$ cat src/rtl/gmii_tx_framer.sv
// GMII transmit framer: wraps a valid/ready/last byte stream into preamble, SFD,
// payload, zero pad and CRC-32 FCS, with IFG enforcement and underrun/abort signalling.
module gmii_tx_framer #(
  parameter int PREAMBLE_LEN = 7,
  parameter int MIN_PAYLOAD  = 60,
  parameter int IFG_LEN      = 12
) (
  input  logic       gmii_tx_clk,
  input  logic       gmii_tx_rst_n,
  input  logic [7:0] s_data,
  input  logic       s_valid,
  input  logic       s_last,
  input  logic       s_err,
  output logic       s_ready,
  output logic [7:0] gmii_tx_data,
  output logic       gmii_tx_en,
  output logic       gmii_tx_er,
  output logic       busy
);

  typedef enum logic [2:0] {
    IDLE = 3'd0,
    PRE  = 3'd1,
    SFD  = 3'd2,
    DATA = 3'd3,
    PAD  = 3'd4,
    FCS  = 3'd5,
    IFG  = 3'd6,
    DROP = 3'd7
  } state_t;

  localparam logic [7:0]  PRE_C = 8'(PREAMBLE_LEN);
  localparam logic [10:0] MIN_C = 11'(MIN_PAYLOAD);
  localparam logic [7:0]  IFG_C = 8'(IFG_LEN);

  // One byte of reflected CRC-32 (poly 0xEDB88320), LSB processed first.
  function automatic logic [31:0] crc32_byte(input logic [31:0] crc, input logic [7:0] data);
    logic [31:0] c;
    c = crc ^ {24'h000000, data};
    for (int i = 0; i < 8; i++) begin
      c = c[0] ? ((c >> 1) ^ 32'hEDB88320) : (c >> 1);
    end
    return c;
  endfunction

  state_t      state_r;
  logic [7:0]  pre_cnt_r;
  logic [10:0] count_r;
  logic [7:0]  ifg_cnt_r;
  logic [1:0]  fcs_idx_r;
  logic [31:0] crc_r;
  logic [10:0] cnt_inc_s;
  logic [31:0] fcs_s;
  logic [7:0]  fcs_byte_s;

  assign cnt_inc_s = (count_r == 11'h7FF) ? count_r : (count_r + 11'd1);
  assign fcs_s     = ~crc_r;

  // Select the FCS byte to emit, least significant byte first.
  always_comb begin
    fcs_byte_s = 8'h00;
    case (fcs_idx_r)
      2'd0:    fcs_byte_s = fcs_s[7:0];
      2'd1:    fcs_byte_s = fcs_s[15:8];
      2'd2:    fcs_byte_s = fcs_s[23:16];
      2'd3:    fcs_byte_s = fcs_s[31:24];
      default: fcs_byte_s = 8'h00;
    endcase
  end

  // Framing FSM; every output is registered with the value for the coming cycle.
  always_ff @(posedge gmii_tx_clk) begin
    if (!gmii_tx_rst_n) begin
      state_r      <= IDLE;
      pre_cnt_r    <= 8'd0;
      count_r      <= 11'd0;
      ifg_cnt_r    <= 8'd0;
      fcs_idx_r    <= 2'd0;
      crc_r        <= 32'hFFFFFFFF;
      s_ready      <= 1'b0;
      gmii_tx_data <= 8'h00;
      gmii_tx_en   <= 1'b0;
      gmii_tx_er   <= 1'b0;
      busy         <= 1'b0;
    end else begin
      gmii_tx_er <= 1'b0;
      busy       <= 1'b1;
      case (state_r)
        IDLE: begin
          s_ready <= 1'b0;
          if (s_valid) begin
            state_r      <= PRE;
            pre_cnt_r    <= 8'd1;
            gmii_tx_data <= 8'h55;
            gmii_tx_en   <= 1'b1;
          end else begin
            gmii_tx_data <= 8'h00;
            gmii_tx_en   <= 1'b0;
            busy         <= 1'b0;
          end
        end
        PRE: begin
          if (pre_cnt_r < PRE_C) begin
            pre_cnt_r    <= pre_cnt_r + 8'd1;
            gmii_tx_data <= 8'h55;
          end else begin
            state_r      <= SFD;
            gmii_tx_data <= 8'hD5;
            s_ready      <= 1'b1;
            crc_r        <= 32'hFFFFFFFF;
            count_r      <= 11'd0;
          end
        end
        SFD, DATA: begin
          // A missing byte or an upstream abort both poison the frame with one TX_ER cycle.
          if (!s_valid || s_err) begin
            gmii_tx_data <= 8'h00;
            gmii_tx_er   <= 1'b1;
            if (s_valid && s_last) begin
              state_r   <= IFG;
              s_ready   <= 1'b0;
              ifg_cnt_r <= 8'd0;
            end else begin
              state_r <= DROP;
            end
          end else begin
            gmii_tx_data <= s_data;
            crc_r        <= crc32_byte(crc_r, s_data);
            count_r      <= cnt_inc_s;
            if (s_last) begin
              s_ready   <= 1'b0;
              fcs_idx_r <= 2'd0;
              state_r   <= (cnt_inc_s < MIN_C) ? PAD : FCS;
            end else begin
              state_r <= DATA;
            end
          end
        end
        PAD: begin
          gmii_tx_data <= 8'h00;
          crc_r        <= crc32_byte(crc_r, 8'h00);
          count_r      <= cnt_inc_s;
          if (cnt_inc_s >= MIN_C) begin
            state_r   <= FCS;
            fcs_idx_r <= 2'd0;
          end else begin
            state_r <= PAD;
          end
        end
        FCS: begin
          gmii_tx_data <= fcs_byte_s;
          fcs_idx_r    <= fcs_idx_r + 2'd1;
          if (fcs_idx_r == 2'd3) begin
            state_r   <= IFG;
            ifg_cnt_r <= 8'd0;
          end else begin
            state_r <= FCS;
          end
        end
        IFG: begin
          s_ready <= 1'b0;
          if (ifg_cnt_r < IFG_C) begin
            ifg_cnt_r    <= ifg_cnt_r + 8'd1;
            gmii_tx_data <= 8'h00;
            gmii_tx_en   <= 1'b0;
          end else if (s_valid) begin
            state_r      <= PRE;
            pre_cnt_r    <= 8'd1;
            gmii_tx_data <= 8'h55;
            gmii_tx_en   <= 1'b1;
          end else begin
            state_r      <= IDLE;
            gmii_tx_data <= 8'h00;
            gmii_tx_en   <= 1'b0;
            busy         <= 1'b0;
          end
        end
        DROP: begin
          gmii_tx_data <= 8'h00;
          gmii_tx_en   <= 1'b0;
          if (s_valid && s_last) begin
            state_r   <= IFG;
            s_ready   <= 1'b0;
            ifg_cnt_r <= 8'd0;
          end else begin
            state_r <= DROP;
          end
        end
        default: begin
          state_r      <= IDLE;
          s_ready      <= 1'b0;
          gmii_tx_data <= 8'h00;
          gmii_tx_en   <= 1'b0;
          busy         <= 1'b0;
        end
      endcase
    end
  end

endmodule
$ cat config.mk
export PLATFORM = sky130hd
export DESIGN_NAME = gmii_tx_framer
export DESIGN_NICKNAME = d
export VERILOG_FILES = /design/src/rtl/gmii_tx_framer.sv
export SDC_FILE = /design/constraint.sdc
export NUM_CORES = 1
export LEC_CHECK = 0
export ABC_AREA = 1
export BUFFER_PORTS_ARGS = -buffer_cell sky130_fd_sc_hd__buf_4
export CORE_MARGIN = 2
export CORE_UTILIZATION = 44
export CTS_CLUSTER_DIAMETER = 200
export DETAILED_ROUTE_END_ITERATION = 8
export REMOVE_ABC_BUFFERS = 1
export SETUP_SLACK_MARGIN = 0.05
export SYNTH_ARGS = -nofsm -noshare
export SYNTH_HDL_FRONTEND = slang
export SYNTH_SLANG_ARGS = --single-unit
$ cat constraint.sdc
create_clock -name gmii_tx_clk -period 1.9 [get_ports gmii_tx_clk]
set_input_delay 0.475 -clock gmii_tx_clk [delete_from_list [all_inputs] [get_ports gmii_tx_clk]]
set_output_delay 0.475 -clock gmii_tx_clk [all_outputs]
set_load 0.1 [all_outputs]
==> run summary <==
* 5,689 — via count of the first global-routing pass
* 29,400 microns — first-pass GRT wire length
* sky130_fd_sc_hd__nand2_1 (223), sky130_fd_sc_hd__buf_4 (119), sky130_fd_sc_hd__a21oi_1 (84) — commonest non-fill, non-tap cells in the layout
* 1,120 — total placed cells including tap cells
* 0.266 — Global Route Usage Sum
* 0 — post-synthesis mux area share
* 0 — antenna violations before repair
* 0.296 — simple-gate portion of the synthesized area
* 24 — # port buffers
* yes — TritonCTS clock tree
* 5.30 — detail-routed via count per cell
* 118 microns — die outline height
* sky130_fd_sc_hd__dfxtp_1 (27%), sky130_fd_sc_hd__nand2_1 (15%), sky130_fd_sc_hd__xor2_1 (7.8%) — Synth area leaders
* 0.00107 V — Worst IR Drop VDD
* 36 — pin count of the biggest net entering global routing
* 990 — net total in the final layout
* 3.25 nW — Lkg Pwr
* 18,700 microns — total wire length
* 863 — instance count of the mapped netlist
* 6720 sq um — cell area after placement
* 0.558 GHz — highest clock frequency the design can meet
* 4 — CP Buf/Inv Count
* 0.35 ns — insertion delay to the later sink of the worst-skew pair
* 0.412 ns — slew at the pin closest to its max-slew limit
* 1.79 ns — min Tclk post-route
* simple AND/OR/NAND/NOR gates — Worst path top cell family by delay
* 0.240 — share of cells above drive strength 1
* finished, final reports clean — result of the run
* 0 — Remaining Overflow, GRT
* 404 — violation count after the first detailed-routing iteration
* 0.33 ns — Critical Path Max Stage Delay
* 0.265 — sequential area share after synthesis
* 7370 sq um — Final Cell Area
* register to register — Worst Setup Path Type
* 0 ns — Setup TNS Final
* 46 — count of distinct cell types in the synthesized netlist
* 12.3 mW — Pwr Total
* 0 — Slew Limit Fails
* 5740 sq um — post-synth design cell area
* 0.265 — proportion of netlist area held by the largest area contributor
* 0 — DRT antenna net count
* 0.00848 ns — Worst Skew
* 1,198 — number of inserted filler cells in the final layout
* sky130_fd_sc_hd__clkbuf_16 — buffer cell driving the clock tree root
* 25 — boundary pin count
* register — category of the worst setup path capture point
* 0.0153 — adder-cell share of the synthesized area
* 9 — TritonCTS Buffers
* 76 — number of flip-flops and latches in the synthesized netlist
* register to register — class of the tightest hold or removal check
* 0 — Max Cap Violations
* 0 — Warnings, synthesis
* 2.12 ns — WP data required
* sky130_fd_sc_hd__dfxtp_2 — CP max-delay cell
* simple AND/OR/NAND/NOR gates — largest family of logic cells by synthesized area
* 24 — Crit Path Max Fanout
* yes — setup repair after global routing missed its margin
* 118 microns — die extent in x
* 0.162 — xor/xnor cell area share of the yosys netlist
* 1670 nW/um^2 — power per standard cell area
* 76 — total clock sinks
* 28.5% — Syn-to-layout area delta
* 16.3 microns — detail-routed net length per standard cell
* 14,000 sq um — area of the die
* 41 — Std-Cell Rows
* 0 — Diodes inserted
* 5 — total iterations of the first detailed-routing run
* 0.173 — complex-gate fraction of the synthesized area
* 0.453 — Starting Density
* 0 — Setup-failing EPs final
* sky130_fd_sc_hd__dfxtp_1 — Yosys top cell by area
* 2.01 ns — Data arrival, critical path
* 0 — drt drc
* 0.971 — final weighted congestion of routability-driven global placement
* 0.944 — part of the cycle the worst path needs
* sky130_fd_sc_hd__nand2_1 — most frequent standard cell in the layout excluding fill and tap cells
* 0.06 ns — clock slew at the register clock pins of the worst setup and hold paths
* 6.65 sq um — Post-Syn Area per Cell
* 12,700 sq um — area inside the core boundary
* 13,900 microns — placed wire-length estimate
* 0 — Final Hold Vio Count
* 0.724 — headroom to the max-slew limit
* 3 — H-Tree Level Count
* register — Worst Setup Start Kind
* ha_1, nand2_1, nand3_1, inv_1, nand4_1, nor2_4, inv_2, nand3_4, inv_4, buf_12, a21oi_1, o21ai_1 — critical path, cell by cell
* 2 — maximum buffer depth of the clock tree
* 1,147 — count of placed standard cells in the final layout, fillers left out
* 6,079 — via total after detailed routing
synth_stat cells (all sizes together):
master	number
xnor2	33
o22ai	6
ha	7
a211oi	3
a22oi	4
inv	86
o21ai	53
o21bai	3
nor2	65
xor2	57
or2	9
nand2	244
nand4	5
clkinv	2
nand3b	4
buf	19
a32o	1
nor3	10
nand3	51
nand2b	1
a31oi	5
a41oi	2
and2	2
o211ai	8
a21oi	87
dfxtp	76
o221ai	7
clkbuf	13
cell type report:
cell class | count | area, sq um | share of cell area
clock buffers | 10 | 239 | 0.0324
clock inverters | 6 | 72.6 | 0.00985
inverters | 88 | 335 | 0.0455
multi-input cells | 667 | 3920 | 0.531
flip-flops and latches | 76 | 1540 | 0.208
well taps | 172 | 215 | 0.0292
repair buffers | 128 | 1060 | 0.143
worst paths after layout:
kind | cells after the start | slack (ns) | to | from
worst min-delay path | 2 | 0.44 | pre_cnt_r[5]$_SDFFE_PN0P_ | pre_cnt_r[5]$_SDFFE_PN0P_
worst max-delay path | 12 | 0.11 | crc_r[8]$_SDFFE_PN1P_ | pre_cnt_r[0]$_SDFFE_PN0P_
worst max register to register | 12 | 0.11 | crc_r[8]$_SDFFE_PN1P_ | pre_cnt_r[0]$_SDFFE_PN0P_
worst min register to register | 2 | 0.44 | pre_cnt_r[5]$_SDFFE_PN0P_ | pre_cnt_r[5]$_SDFFE_PN0P_
logic make-up after synthesis:
family | count (synthesis)
simple gates | 391
buf+inv | 120
fa+ha+maj | 7
xor+xnor | 90
flops | 76
compound gates | 179
metal layers:
metal	vias up	part of all wire	track usage
met5	-	0	0
met4	0	0.017	0.0655
met3	29	0.066	0.0468
met2	230	0.48	0.452
met1	2810	0.44	0.348
li1	3010	-	-
sequential cells by signal (all words and copies together), names as in the netlist:
| signal | count |
|---|---|
| gmii_tx_en | 1 |
| crc_r | 32 |
| gmii_tx_er | 1 |
| busy | 1 |
| fcs_idx_r | 2 |
| count_r | 11 |
| s_ready | 1 |
| gmii_tx_data | 8 |
| ifg_cnt_r | 8 |
| state_r | 3 |
| pre_cnt_r | 8 |
worst reg2reg max path, cell delays in order (launching register included):
cell and delay, ns:
sky130_fd_sc_hd__dfxtp_2 0.33, sky130_fd_sc_hd__ha_1 0.20, sky130_fd_sc_hd__nand2_1 0.07, sky130_fd_sc_hd__nand3_1 0.06, sky130_fd_sc_hd__inv_1 0.05, sky130_fd_sc_hd__nand4_1 0.14
sky130_fd_sc_hd__nor2_4 0.13, sky130_fd_sc_hd__inv_2 0.07, sky130_fd_sc_hd__nand3_4 0.10, sky130_fd_sc_hd__inv_4 0.06, sky130_fd_sc_hd__buf_12 0.15, sky130_fd_sc_hd__a21oi_1 0.20
sky130_fd_sc_hd__o21ai_1 0.11
metrics by stage:
stage	setup WS (ns)	util	hold WS [ns]
5_1_grt	0.0154	0.582	0.459
4_1_cts	0.0562	0.557	0.440
3_5_place_dp	-0.0891	0.530	0.431
2_1_floorplan	-0.525	-	0.419
3_3_place_gp	-0.0752	0.530	0.427
6_report	0.107	0.582	0.439
report_power, final:
group,switching (mW),internal [mW]
logic,4.69,3.38
registers,0.440,1.95
clock network,0.760,1.07
what timing repair did:
action / 4_1_cts / 5_1_grt
resized for setup: 7 / 59
pin swaps: 0 / 20
buffers inserted: 0 / 11
hold buffers: 0 / 0
setup endpoints to repair: 3 / 59
gates cloned: 0 / 0
endpoints found under the hold margin: 0 / 0
No activity file was read; power rests on OpenSTA's default activity.
